<file path="src/rtl/dff_reg_arbiter.sv">
// ---------------------------------------------------------------------------
// dff_reg_arbiter
//
// Purpose:
//   Shares one WIDTH-bit D-flip-flop register among NREQ requesters. Each
//   requester asks for one register operation (load data, set all, clear all
//   or toggle). Requesters are granted one at a time in round-robin order.
//   The winner's operation is applied to the register, the winner gets a
//   one-cycle ack, and a wrapping 8-bit counter tallies completed operations.
//   The register itself (Q and its complement Q_bar) lives inside this block.
//
//   Sequence per operation: IDLE -> WRITE -> ACK -> IDLE, so a new operation
//   can be accepted at most once every three cycles. Every output comes
//   straight from a flop.
//
// Parameters:
//   NREQ   number of requesters (2..8)
//   WIDTH  register width in bits
//
// Ports:
//   clk       single clock; all state changes on its rising edge
//   reset     synchronous, active-high; overrides everything else
//   req       per-requester request, held until that requester's ack
//   req_op    op of requester i at [2i+:2]: 00 load, 01 set, 10 clear, 11 toggle
//   req_data  load data of requester i at [i*WIDTH+:WIDTH] (used by op 00 only)
//   grant     one-hot current owner, all zero when idle
//   ack       one-cycle one-hot completion pulse to the owner
//   busy      high whenever the sequencer is not idle
//   Q         shared register value
//   Q_bar     complement of Q, kept as its own register
//   done_cnt  completed operations, wraps 255 -> 0
// ---------------------------------------------------------------------------
module dff_reg_arbiter #(
    parameter int NREQ  = 4,
    parameter int WIDTH = 8
) (
    input  logic                  clk,
    input  logic                  reset,
    input  logic [NREQ-1:0]       req,
    input  logic [2*NREQ-1:0]     req_op,
    input  logic [NREQ*WIDTH-1:0] req_data,
    output logic [NREQ-1:0]       grant,
    output logic [NREQ-1:0]       ack,
    output logic                  busy,
    output logic [WIDTH-1:0]      Q,
    output logic [WIDTH-1:0]      Q_bar,
    output logic [7:0]            done_cnt
);

    localparam int IDX_W = $clog2(NREQ);

    localparam logic [1:0] OP_LOAD   = 2'b00;
    localparam logic [1:0] OP_SET    = 2'b01;
    localparam logic [1:0] OP_CLEAR  = 2'b10;
    localparam logic [1:0] OP_TOGGLE = 2'b11;

    typedef enum logic [1:0] {
        ST_IDLE  = 2'd0,
        ST_WRITE = 2'd1,
        ST_ACK   = 2'd2
    } state_t;

    state_t             state_q,    state_d;
    logic [IDX_W-1:0]   cur_q,      cur_d;
    logic [IDX_W-1:0]   ptr_q,      ptr_d;
    logic [NREQ-1:0]    grant_q,    grant_d;
    logic [NREQ-1:0]    ack_q,      ack_d;
    logic               busy_q,     busy_d;
    logic [WIDTH-1:0]   q_q,        q_d;
    logic [WIDTH-1:0]   q_bar_q,    q_bar_d;
    logic [7:0]         done_cnt_q, done_cnt_d;

    // Round-robin pick helpers
    logic               found;
    logic [IDX_W-1:0]   pick_idx;
    logic [IDX_W-1:0]   cand;
    int                 scan_sum;

    // Owner's request, op and load data, selected by the latched owner index
    logic               cur_req;
    logic [1:0]         cur_op;
    logic [WIDTH-1:0]   cur_data;
    logic [IDX_W-1:0]   ptr_after_cur;

    // Round-robin search: scan ptr, ptr+1, ... wrapping at NREQ, and take the
    // first requester found. Only consulted while idle.
    always_comb begin
        found    = 1'b0;
        pick_idx = '0;
        cand     = '0;
        scan_sum = 0;
        for (int k = 0; k < NREQ; k++) begin
            scan_sum = int'(ptr_q) + k;
            if (scan_sum >= NREQ) begin
                scan_sum = scan_sum - NREQ;
            end
            cand = IDX_W'(scan_sum);
            if (!found && req[cand]) begin
                found    = 1'b1;
                pick_idx = cand;
            end
        end
    end

    // Slice out the owner's fields. Shifting keeps the selection width-safe
    // for any NREQ, not just powers of two.
    always_comb begin
        cur_req  = req[cur_q];
        cur_op   = 2'(req_op >> (2 * int'(cur_q)));
        cur_data = WIDTH'(req_data >> (WIDTH * int'(cur_q)));
        if (cur_q == IDX_W'(NREQ - 1)) begin
            ptr_after_cur = '0;
        end else begin
            ptr_after_cur = cur_q + 1'b1;
        end
    end

    // Sequencer next-state and registered-output logic. The owner's request
    // is re-checked at the WRITE edge so a requester can withdraw; that
    // withdrawal leaves the register, counter and pointer untouched, so the
    // same requester wins again if it comes straight back.
    always_comb begin
        state_d    = state_q;
        cur_d      = cur_q;
        ptr_d      = ptr_q;
        grant_d    = grant_q;
        ack_d      = '0;
        q_d        = q_q;
        done_cnt_d = done_cnt_q;

        unique case (state_q)
            ST_IDLE: begin
                grant_d = '0;
                if (found) begin
                    cur_d   = pick_idx;
                    grant_d = NREQ'(1) << pick_idx;
                    state_d = ST_WRITE;
                end
            end

            ST_WRITE: begin
                if (cur_req) begin
                    unique case (cur_op)
                        OP_LOAD:   q_d = cur_data;
                        OP_SET:    q_d = '1;
                        OP_CLEAR:  q_d = '0;
                        OP_TOGGLE: q_d = ~q_q;
                        default:   q_d = q_q;
                    endcase
                    ack_d      = NREQ'(1) << cur_q;
                    done_cnt_d = done_cnt_q + 8'd1;
                    state_d    = ST_ACK;
                end else begin
                    grant_d = '0;
                    state_d = ST_IDLE;
                end
            end

            ST_ACK: begin
                grant_d = '0;
                ptr_d   = ptr_after_cur;
                state_d = ST_IDLE;
            end

            default: begin
                grant_d = '0;
                state_d = ST_IDLE;
            end
        endcase

        q_bar_d = ~q_d;
        busy_d  = (state_d != ST_IDLE);
    end

    // State register. Reset wins over any operation in flight, so an op that
    // was in WRITE when reset arrives is simply dropped.
    always_ff @(posedge clk) begin
        if (reset) begin
            state_q    <= ST_IDLE;
            cur_q      <= '0;
            ptr_q      <= '0;
            grant_q    <= '0;
            ack_q      <= '0;
            busy_q     <= 1'b0;
            q_q        <= '0;
            q_bar_q    <= '1;
            done_cnt_q <= 8'd0;
        end else begin
            state_q    <= state_d;
            cur_q      <= cur_d;
            ptr_q      <= ptr_d;
            grant_q    <= grant_d;
            ack_q      <= ack_d;
            busy_q     <= busy_d;
            q_q        <= q_d;
            q_bar_q    <= q_bar_d;
            done_cnt_q <= done_cnt_d;
        end
    end

    assign grant    = grant_q;
    assign ack      = ack_q;
    assign busy     = busy_q;
    assign Q        = q_q;
    assign Q_bar    = q_bar_q;
    assign done_cnt = done_cnt_q;

endmodule

</file>
<file path="config.mk">
export PLATFORM = sky130hd
export DESIGN_NAME = dff_reg_arbiter
export DESIGN_NICKNAME = d
export VERILOG_FILES = /design/src/rtl/dff_reg_arbiter.sv
export SDC_FILE = /design/constraint.sdc
export NUM_CORES = 1
export LEC_CHECK = 0
export BUFFER_PORTS_ARGS = -buffer_cell sky130_fd_sc_hd__clkbuf_2
export CORE_MARGIN = 2
export CORE_UTILIZATION = 45
export DETAILED_ROUTE_END_ITERATION = 10
export PLACE_DENSITY = 0.73
export SLEW_MARGIN = 5
export SYNTH_ARGS = -nofsm -noshare
export SYNTH_HDL_FRONTEND = slang
export SYNTH_SLANG_ARGS = --single-unit
export TNS_END_PERCENT = 50
</file>
<file path="constraint.sdc">
create_clock -name clk -period 4.65 [get_ports clk]
set_clock_uncertainty 0.05 [all_clocks]
set_input_delay 0.2325 -clock clk [delete_from_list [all_inputs] [get_ports clk]]
set_output_delay 0.2325 -clock clk [all_outputs]
set_load 0.01 [all_outputs]
</file>
-- Yosys cells after proc, flatten, opt, wreduce, memory -nomap -nowiden
Cells that the tools add are included.
W data, S select, Z words.
- register bits after elaboration: 39
- input bits: 46
- output and inout bits: 33
- word-level logic and storage cells: 86
- add/subtract/negate cells: 9
- order comparisons: 9
- equal/unequal tests: 7
- shifts and indexed selects: 4
- mux-type cells: 32
- bitwise operators: 4
- reductions and logical operators: 12
- operators by type and width (kind ; count):
    $pmux W8 S4 ; 1
    $shr A32 B5 Y8 ; 1
    $mux W2 ; 11
    $mux W8 ; 2
    $not A8 Y8 ; 2
    $lt A2 B3 Y1 const B ; 5
    $bmux W1 S2 ; 5
    $ge A3 B3 Y1 const B ; 3
    $mux W1 ; 9
    $add A8 B1 Y8 const B ; 1
    $eq A2 B2 Y1 const B ; 4
    $mux W4 ; 2
    $pmux W4 S2 ; 1
    $shl A1 B2 Y4 const A ; 2
    $shr A8 B3 Y2 ; 1
    $sub A2 B1 Y2 const B ; 4
    $add A2 B2 Y3 const B ; 2
    $eq A2 B1 Y1 const B ; 2
    $logic_not A2 Y1 ; 2
    $pmux W2 S2 ; 1
    $reduce_and A2 Y1 ; 2
    $add A2 B1 Y3 const B ; 1
    $ge A2 B3 Y1 const B ; 1
    $logic_and A1 B1 Y1 ; 3
    6 further kinds ; 9

-- Logic depth before layout (Yosys ltp)
Gate-level depths: netlist (run 1).
- depth after elaboration: 17
- mapped depth: 8

-- Worst setup path before layout (run 1)
OpenSTA, ideal clock, no wires.
- path type: flip-flop to flip-flop
- start: register cur_q[1]
- end: register q_q[7], in the netlist Q[7]
- arrival: 1.973 ns
- setup slack: 2.509 ns
- stages on the path, launching flop included: 7
- period minus slack after synthesis: 2.141 ns
- cell sequence: dfxtp_1 -> clkbuf_1 -> mux2_2 -> o21ai_1 -> o21ai_2 -> buf_2 -> a32o_1
- longest elaborated chain between the ends: 5
- elaborated cells on any way between the ends: 11
- those cells by class: eq/ne (3); shift (2); mux (5); reduce/logical (1)
- RTL lines (what ; RTL line ; source):
    from (decl) ; 64 ; logic [IDX_W-1:0] cur_q, cur_d;
    from (signal assigned) ; 190 ; cur_q <= cur_d;
    $shr A8 B3 Y2 ; 109 ; cur_op = 2'(req_op >> (2 * int'(cur_q)));
    $eq A2 B2 Y1, or another cell as far along ; 143 ; unique case (cur_op)
    $pmux W8 S4 ; 143 ;
    $mux W8 * ; 142 ; if (cur_req) begin
    $mux W8 * ; 131 ; unique case (state_q)
    to (signal assigned) ; 195 ; q_q <= q_d;
    to (decl) ; 69 ; logic [WIDTH-1:0] q_q, q_d;
Mark *: on every way between the ends. The rest lies on a longest branch, timed or not. The select of a mux whose other input is x is not followed.
A chain may end at the register's enable or synchronous reset.

-- Worst setup path in the final report (run 1)
- start: register cur_q[0]
- end: register done_cnt_q[7], in the netlist done_cnt[7]
- longest elaborated chain between the ends: 3
- RTL lines (what ; RTL line ; source):
    $bmux W1 S2 ; 108 ; cur_req = req[cur_q];
    $mux W1 (not written as such) ; 108 ;
    $reduce_and A2 Y1 (no source line) ; - ;
    to (signal assigned) ; 197 ; done_cnt_q <= done_cnt_d;
    to (decl) ; 71 ; logic [7:0] done_cnt_q, done_cnt_d;
Every way passes these cells. The select of a mux whose other input is x is not followed.

==> results of run 1 <==
cells by family (layout without fill, tap and decap cells):
kind of cell	after synthesis	count (layout)	share of synthesized area
AOI/OAI and AO/OA	47	47	0.193
xor gates and xnor gates	4	4	0.0191
adders and majority gates	2	2	0.0137
buffers and inverters	23	95	0.0567
DFF	39	39	0.427
muxes	15	15	0.145
and+or+nand+nor	49	49	0.146
state kept, by name, summed over array words and instances, names as in the netlist:
name,cells
done_cnt,8
ack,4
Q,8
cur_q,2
grant,4
Q_bar,8
ptr_q,2
busy,1
state_q,2
power by group:
part | switching, mW | internal (mW) | total (mW)
clock | 0.104 | 0.0999 | 0.204
sequential | 0.0226 | 0.355 | 0.378
combinational | 0.0750 | 0.0706 | 0.146
total | 0.202 | 0.526 | 0.728
layout make-up:
cell class / instances / area, sq um
well taps: 50 / 62.6
flip-flops and latches: 39 / 781
clock buffers: 6 / 72.6
repair buffers: 78 / 390
fillers: 388 / 1680
inverters: 11 / 41.3
multi-input cells: 117 / 946
path summary, 6_finish.rpt:
path	from	endpoint	slack [ps]	cells after the start
max reg2reg	cur_q[0]$_SDFFE_PP0P_	done_cnt[7]$_SDFFE_PP0P_	1930	5
min reg2reg	ptr_q[0]$_SDFFE_PP0N_	ptr_q[0]$_SDFFE_PP0N_	430	2
min	reset	done_cnt[3]$_SDFFE_PP0P_	430	2
max	cur_q[0]$_SDFFE_PP0P_	done_cnt[7]$_SDFFE_PP0P_	1930	5
stage by stage:
| step | std cells | power [mW] |
|---|---|---|
| after floorplan | 179 | 0.479 |
| after global placement | 295 | 0.529 |
| after detailed placement | 295 | 0.532 |
| after CTS | 301 | 0.735 |
| after global routing | 301 | 0.771 |
| final | 301 | 0.728 |
Yosys cell counts, drive strengths merged:
library cell   n  area, sq um
or2            2         12.5
nand3          4         20.0
ha             2         25.0
a211oi         1         7.51
a21oi          8         40.0
nand4          1         6.26
a21o           1         7.51
nor2b          1         6.26
nor3b          2         15.0
o221ai         1         8.76
or3            3         18.8
a32oi         10         87.6
dfxtp         39          781
nand2         10         37.5
inv           10         37.5
or4            1         7.51
mux2           2         22.5
nand2b         1         6.26
o21a           1         7.51
a32o           8         80.1
o21ai          4         23.8
nor3           3         15.0
clkinv         1         3.75
nor4bb         1         10.0
o22a           1         8.76
nor2          12         55.1
a211o          1         8.76
buf            5         36.3
a31o           2         17.5
mux2i          4         40.0
and3           1         6.26
xnor2          4         35.0
mux4           9          203
nor4           4         25.0
o22ai          9         56.3
and2b          1         7.51
nor4b          2         17.5
clkbuf         7         26.3
routing by layer:
metal  global-route usage  part of all wire  up-vias
li1                     -                 -      834
met1                0.236              0.44      812
met2                0.331              0.48       57
met3               0.0433             0.075        2
met4               0.0600            0.0038        0
met5                    0                 0        -
==> metrics.csv, run 1 <==
metric,value,unit
die width,67.8,um
Die Ht,67.8,um
core area,3970,sq um
CTS-repair resized insts,0,
maximum fanout along the worst path,21,
Max VDD drop,0.000165,V
placer congestion estimate,0.780,
# setup viols final,0,
postcts setup bufs,0,
CTS sink cnt,39,
DRC,0,
Bufs on Longest Clock Path,2,
crit path kind,reg2reg,
WP buf/inv,0,
CP top delay family,flip-flops,
status,completed,
P&R area growth vs syn,25.3,%
maximum level of the CTS H-tree,2,
Post-Syn Nets,227,
initial DRC count,165,
DR WL/cell,14.0,um
critical path data arrival time,2840,ps
"Seq/Total Area, Yosys",0.427,
"Reg clk slew, reported paths",70,ps
worst setup slack after placement,1900,ps
initial antenna violation count,0,
PD cells,317,nW/um^2
Initial Util,0.461,
most common library cell in the layout ignoring fill and taps,clkbuf_2,
largest net degree at the start of global routing,26,
critical path's largest stage delay,960,ps
root buf cell,clkbuf_8,
worst min path class,in2reg,
gate count of the mapped netlist,179,
Hold Fails Final Rpt,0,
"Clk Latency, worst-skew pair",280,ps
Placed Area,2220,sq um
RSZ-0062 raised after global routing,false,
GRT Util Overall,0.191,
fin. max-slew vios,0,
diode count,0,
PortBufs,78,
Worst Hold Slack,429,ps
Final WS setup,1930,ps
Static Leak,0.972,nW
die area,4590,sq um
"Avg Cell Area, Syn",10.2,sq um
total gr overflow,0,
most frequent cells in the layout,"clkbuf_2 (78), dfxtp_1 (39)",
crit path cell chain,mux2i_1 > a211o_1 > or2_1 > nor3b_1 > mux2_2,
vias after detailed routing,1705,
max cap viols,0,
Core Rows,23,
CTS tree,done,
"slowest stage cell, crit path",dfxtp_1,
TritonCTS buffer count,5,
ANT nets after route,0,
routed wire length,4210,um
Via density,5.66,
final core occ,0.578,
#FFs+latches synth,39,
Final Cycle Share,0.584,
first-pass GRT wire length,6660,um
DRT Pass-1 Iters,4,
fmax,0.368,GHz
Slew headroom,0.348,
IO Pins,79,
Critical Path RT,4770,ps
CP Launch Type,flop,
Final #Nets,300,
Synth cell types,45,
synthesized area,1830,sq um
TNS Setup,0,ps
# hold bufs at CTS,0,
Ys Warns,0,
number of global-route vias before repair,1513,
Worst Tran Pin Value,976,ps
fin area,2290,sq um
share of cells above drive strength 1,0.398,
fin crit period,2720,ps
Crit. End Element,flop,
detailed placement HPWL,3130,um
(Power assumes the default switching activity.)
==> run 2: changes to the inputs <==
==> constraint.sdc (replaced) <==
create_clock -name clk -period 2.8 [get_ports clk]
set_clock_uncertainty 0.05 [all_clocks]
set_input_delay 0.14 -clock clk [delete_from_list [all_inputs] [get_ports clk]]
set_output_delay 0.14 -clock clk [all_outputs]
set_load 0.01 [all_outputs]
==> run 2 against run 1 <==
  * Sequential power increased by 63%
  * Worst setup slack got worse by 1300 ps
  * Via count increased by 1.6%
  * First-iteration DRC count decreased by 25%
  * Flip-flop and latch count unchanged
  * Register-to-register slack got worse by 1300 ps
  * Core utilization increased by 2.0 points
  * Wire length increased by 3.9%
  * Clock-buffer cell count decreased by 1
  * Die area unchanged
  * Global-route usage decreased by 0.47 points
  * Largest power group unchanged
  * Final cell count increased by 2.3%
==> metrics.csv, run 2 (same netlist as run 1, synthesis figures left out) <==
metric,value,unit,change
maximum level of the CTS H-tree,2,,unchanged
P&R area growth vs syn,29.5,%,
worst min path class,in2reg,,
# hold bufs at CTS,0,,unchanged
Reg area,781,sq um,unchanged
Via density,5.63,,-0.67%
area of the multi-input gates,946,sq um,unchanged
Hold Fails Final Rpt,0,,unchanged
Final #Nets,305,,+1.7%
Bufs on Longest Clock Path,2,,unchanged
Worst Reg-to-Reg Cells,4,,-1
critical path's largest stage delay,640,ps,-320 ps
core area,3970,sq um,unchanged
ANT nets after route,0,,unchanged
DRT Pass-1 Iters,5,,+1
PD cells,569,nW/um^2,+79%
"Clk Latency, worst-skew pair",300,ps,+20 ps
diode count,0,,unchanged
most frequent cells in the layout,"clkbuf_2 (78), dfxtp_1 (39)",,
placer congestion estimate,0.797,,+2.2%
FF-to-FF setup slack,610,ps,-1320 ps
maximum fanout along the worst path,16,,-24%
RSZ-0062 raised after global routing,false,,
total gr overflow,0,,unchanged
CTS-repair resized insts,0,,unchanged
Max VDD drop,0.000359,V,+120%
status,completed,,
GRT Util Overall,0.187,,-0.00469
share of cells above drive strength 1,0.419,,+0.0202
initial antenna violation count,0,,unchanged
Crit. End Element,flop,,
FF-to-FF End,Q_bar[1]$_SDFF_PP1_,,
reg-to-reg startpoint,cur_q[0]$_SDFFE_PP0P_,,
TNS Setup,0,ps,unchanged
final core occ,0.597,,+0.0195
Worst Min Path Start,reset,,
DRC,0,,unchanged
crit path kind,reg2reg,,
filler cell count,349,,-10%
root buf cell,clkbuf_8,,
CTS sink cnt,39,,unchanged
Static Leak,1.02,nW,+4.8%
"slowest stage cell, crit path",mux4_2,,
postcts setup bufs,0,,unchanged
largest net degree at the start of global routing,26,,unchanged
PortBufs,78,,unchanged
die area,4590,sq um,unchanged
Die Ht,67.8,um,unchanged
detailed placement HPWL,3240,um,+3.5%
"Reg clk slew, reported paths",80,ps,about the same
Slew headroom,0.564,,+0.216
Initial Util,0.461,,unchanged
routed wire length,4380,um,+3.9%
max cap viols,0,,unchanged
CTS tree,done,,
Hold Path Depth,2,,unchanged
Placed Area,2260,sq um,+1.7%
initial DRC count,123,,-25%
IO Pins,79,,unchanged
critical path data arrival time,2300,ps,-540 ps
Final Cycle Share,0.783,,+0.198
die width,67.8,um,unchanged
hold path endpoint,done_cnt[0]$_SDFFE_PP0P_,,
Core Rows,23,,unchanged
Critical Path RT,2910,ps,-1860 ps
fin crit period,2190,ps,-525 ps
first-pass GRT wire length,6400,um,-3.9%
number of global-route vias before repair,1417,,-6.3%
fin area,2370,sq um,+3.4%
vias after detailed routing,1733,,+1.6%
CP Launch Type,flop,,
most common library cell in the layout ignoring fill and taps,clkbuf_2,,
Worst Tran Pin Value,650,ps,-326 ps
fmax,0.456,GHz,+24%
crit path cell chain,buf_4 > mux4_2 > o21ai_2 > a32oi_1,,
fin. max-slew vios,0,,unchanged
TritonCTS buffer count,5,,unchanged
# setup viols final,0,,unchanged
DR WL/cell,14.2,um,+1.6%
## run 2: changes by cell type in the layout (fill, tap and decap cells not counted), sizes merged
cell / previous run / this run
buf: 0 / 5
clkinv: 1 / 3
bufinv: 0 / 1
clkbuf: 84 / 83
## run 2: metal layers
metal / share of wire / global-route usage / up-vias / routed length (um)
met2: 0.50 / 0.313 / 71 / 2170
met4: 0.017 / 0.0850 / 0 / 75
li1: - / - / 842 / -
met5: 0 / 0 / - / 0
met1: 0.41 / 0.225 / 810 / 1800
met3: 0.076 / 0.0467 / 10 / 333
## run 2: how the worst max path moves through the flow
stage / from / endpoint / slack, ps / cells after the start
after floorplan: cur_q[1]$_SDFFE_PP0P_ / Q[7]$_SDFF_PP0_ / 660 / 6
after global placement: cur_q[0]$_SDFFE_PP0P_ / Q_bar[4]$_SDFF_PP1_ / 680 / 4
after detailed placement: cur_q[0]$_SDFFE_PP0P_ / Q_bar[1]$_SDFF_PP1_ / 600 / 4
after CTS: cur_q[0]$_SDFFE_PP0P_ / Q_bar[1]$_SDFF_PP1_ / 620 / 4
after global routing: cur_q[0]$_SDFFE_PP0P_ / Q_bar[5]$_SDFF_PP1_ / 480 / 4
final: cur_q[0]$_SDFFE_PP0P_ / Q_bar[1]$_SDFF_PP1_ / 610 / 4
## run 2: layout make-up
class                      count  share of cell area
inverter                      11              0.0174
clock buffer                   5              0.0290
tap                           50              0.0264
sequential                    39               0.329
multi-input combinational    117               0.399
timing repair buffer          83               0.180
clock inverter                 3              0.0185
## run 2: stage by stage
stage | power (mW) | hold slack, ps | worst slack (ps) | cells
finish | 1.35 | 325 | 609 | 308
global route | 1.41 | 363 | 484 | 308
CTS | 1.36 | 323 | 617 | 308
detailed placement | 0.894 | 423 | 602 | 300
global placement | 0.888 | 419 | 682 | 300
floorplan | 0.796 | 264 | 659 | 179
## run 2: worst max-delay path, delay by kind of cell, from the launching register on
family                 cells  cell delay (ps)
muxes                      1              640
DFF                        1              380
buffers and inverters      1              210
AOI/OAI and AO/OA          2              770
## run 2: report_power, final
part / total [mW] / switching, mW / internal (mW)
clock network: 0.467 / 0.202 / 0.265
registers: 0.618 / 0.0280 / 0.590
logic: 0.264 / 0.138 / 0.125
==> run 3: changes to the inputs <==
==> constraint.sdc (replaced) <==
create_clock -name clk -period 2.26 [get_ports clk]
set_clock_uncertainty 0.05 [all_clocks]
set_input_delay 0.113 -clock clk [delete_from_list [all_inputs] [get_ports clk]]
set_output_delay 0.113 -clock clk [all_outputs]
set_load 0.01 [all_outputs]
==> run 3 against run 2 <==
  * Total power grew 15%
  * Wire length is 2.7% lower
  * Clock-buffer cell count rose by 2
  * Non-clock buffer count increased by 6
  * Core utilization is 0.35 points higher
  * Final cell count rose by 1.9%
==> metrics.csv, run 3 (same netlist as run 1, synthesis figures left out) <==
metric,value,unit,change
diode count,0,,unchanged
Initial Util,0.461,,unchanged
# hold bufs at CTS,0,,unchanged
maximum fanout along the worst path,13,,-3
Die Ht,67.8,um,unchanged
Crit. End Element,flop,,
CTS-repair resized insts,0,,unchanged
maximum level of the CTS H-tree,2,,unchanged
most common library cell in the layout ignoring fill and taps,clkbuf_2,,
"Reg clk slew, reported paths",70,ps,about the same
number of global-route vias before repair,1456,,+2.8%
Placed Area,2300,sq um,+2.0%
ANT nets after route,0,,unchanged
postcts setup bufs,0,,unchanged
share of cells above drive strength 1,0.424,,+0.00564
Worst Reg-to-Reg Cells,6,,+2
final core occ,0.601,,+0.00347
crit path cell chain,buf_4 > and2b_1 > a211oi_1 > or2_1 > nor3b_1 > mux2_2,,
RSZ-0062 raised after global routing,false,,
Worst Min Path Start,reset,,
DRC,0,,unchanged
reg-to-reg startpoint,cur_q[0]$_SDFFE_PP0P_,,
PD cells,650,nW/um^2,+14%
Slew headroom,0.712,,+0.148
Critical Path RT,2400,ps,-510 ps
Net Switching,437,uW,+19%
most frequent cells in the layout,"clkbuf_2 (78), dfxtp_1 (39), buf_4 (11)",,
initial DRC count,115,,-6.5%
core area,3970,sq um,unchanged
critical path's largest stage delay,370,ps,-270 ps
Static Leak,1.03,nW,+1.2%
max cap viols,0,,unchanged
largest net degree at the start of global routing,25,,-3.8%
FF-to-FF End,done_cnt[7]$_SDFFE_PP0P_,,
"slowest stage cell, crit path",dfxtp_1,,
"Clk Latency, worst-skew pair",290,ps,about the same
worst setup slack after placement,281,ps,-321 ps
TNS Setup,0,ps,unchanged
Max VDD drop,0.000331,V,-7.8%
Internal Pwr Total,1.11,mW,+14%
Final #Nets,311,,+2.0%
GRT Util Overall,0.190,,+0.00288
CTS tree,done,,
Clock power frac,0.289,,-0.057
hold path endpoint,grant[1]$_SDFFE_PP0N_,,
switching share of power,0.282,,+0.00882
Final Cycle Share,0.870,,+0.0870
die area,4590,sq um,unchanged
DR WL/cell,13.6,um,-4.5%
vias after detailed routing,1719,,-0.81%
IO Pins,79,,unchanged
Flop pwr share,0.493,,+0.035
Hold Fails Final Rpt,0,,unchanged
filler cell count,390,,+12%
Worst Tran Pin Value,432,ps,-218 ps
fmax,0.509,GHz,+11%
die width,67.8,um,unchanged
fin crit period,1970,ps,-226 ps
fin. max-slew vios,0,,unchanged
Worst Hold Slack,150,ps,-175 ps
Bufs on Longest Clock Path,2,,unchanged
initial antenna violation count,0,,unchanged
status,completed,,
worst min path class,in2reg,,
placer congestion estimate,0.846,,+6.2%
# setup viols final,0,,unchanged
crit path kind,reg2reg,,
critical path data arrival time,2100,ps,-200 ps
Core Rows,23,,unchanged
CTS sink cnt,39,,unchanged
detailed placement HPWL,3250,um,+0.21%
TritonCTS buffer count,5,,unchanged
Hold Path Depth,3,,+1
P&R area growth vs syn,30.3,%,
Final WS setup,295,ps,-314 ps
Via density,5.47,,-2.7%
combinational share of power,0.218,,+0.023
FF-to-FF setup slack,290,ps,-310 ps
DRT Pass-1 Iters,4,,-1
total gr overflow,0,,unchanged
first-pass GRT wire length,6550,um,+2.4%
routed wire length,4260,um,-2.7%
PortBufs,78,,unchanged
CP Launch Type,flop,,
root buf cell,clkbuf_8,,
fin area,2380,sq um,+0.58%
-- run 3: cell types whose count changed in the layout (fill, tap and decap cells not counted), sizes merged --
cell | before | now
bufinv | 1 | 0
buf | 5 | 11
clkbuf | 83 | 85
clkinv | 3 | 2
-- run 3: power groups by stage --
stage	registers [mW]	clock network, mW	logic (mW)
after detailed placement	0.780	0	0.341
final	0.764	0.448	0.338
after global placement	0.779	0	0.335
after CTS	0.764	0.464	0.342
after floorplan	0.790	0	0.196
after global routing	0.771	0.493	0.373
-- run 3: through the flow --
step,power [mW],instances
floorplan,0.986,179
global placement,1.11,306
detailed placement,1.12,306
CTS,1.57,314
global route,1.64,314
finish,1.55,314
-- run 3: routing by layer --
metal,vias to the layer above,wire [um],global-route usage
met5,-,0,0
met4,0,32,0.0625
met3,2,310,0.0650
met2,52,2110,0.310
met1,812,1810,0.233
li1,853,-,-
-- run 3: worst max path at each step --
stage | startpoint | to | slack, ps | depth (start not counted)
after floorplan | cur_q[1]$_SDFFE_PP0P_ | Q[7]$_SDFF_PP0_ | 120 | 6
after global placement | cur_q[0]$_SDFFE_PP0P_ | done_cnt[7]$_SDFFE_PP0P_ | 340 | 6
after detailed placement | cur_q[0]$_SDFFE_PP0P_ | done_cnt[7]$_SDFFE_PP0P_ | 280 | 6
after CTS | cur_q[0]$_SDFFE_PP0P_ | done_cnt[7]$_SDFFE_PP0P_ | 270 | 6
after global routing | cur_q[0]$_SDFFE_PP0P_ | Q[0]$_SDFF_PP0_ | 170 | 6
final | cur_q[0]$_SDFFE_PP0P_ | done_cnt[7]$_SDFFE_PP0P_ | 290 | 6
-- run 3: final cells by class --
| type | instances | area [sq um] | share of cell area |
|---|---|---|---|
| clock buffers | 7 | 76.3 | 0.0320 |
| clock inverters | 1 | 5.00 | 0.00210 |
| inverters | 11 | 41.3 | 0.0173 |
| multi-input cells | 117 | 946 | 0.397 |
| flip-flops and latches | 39 | 781 | 0.327 |
| well taps | 50 | 62.6 | 0.0262 |
| repair buffers | 89 | 473 | 0.198 |
-- run 3: critical path, delay by kind of cell, from the launching register on --
family | cells | cell delay [ps]
compound gates | 1 | 250
buf+inv | 1 | 240
flops | 1 | 370
mux | 1 | 280
simple gates | 3 | 680
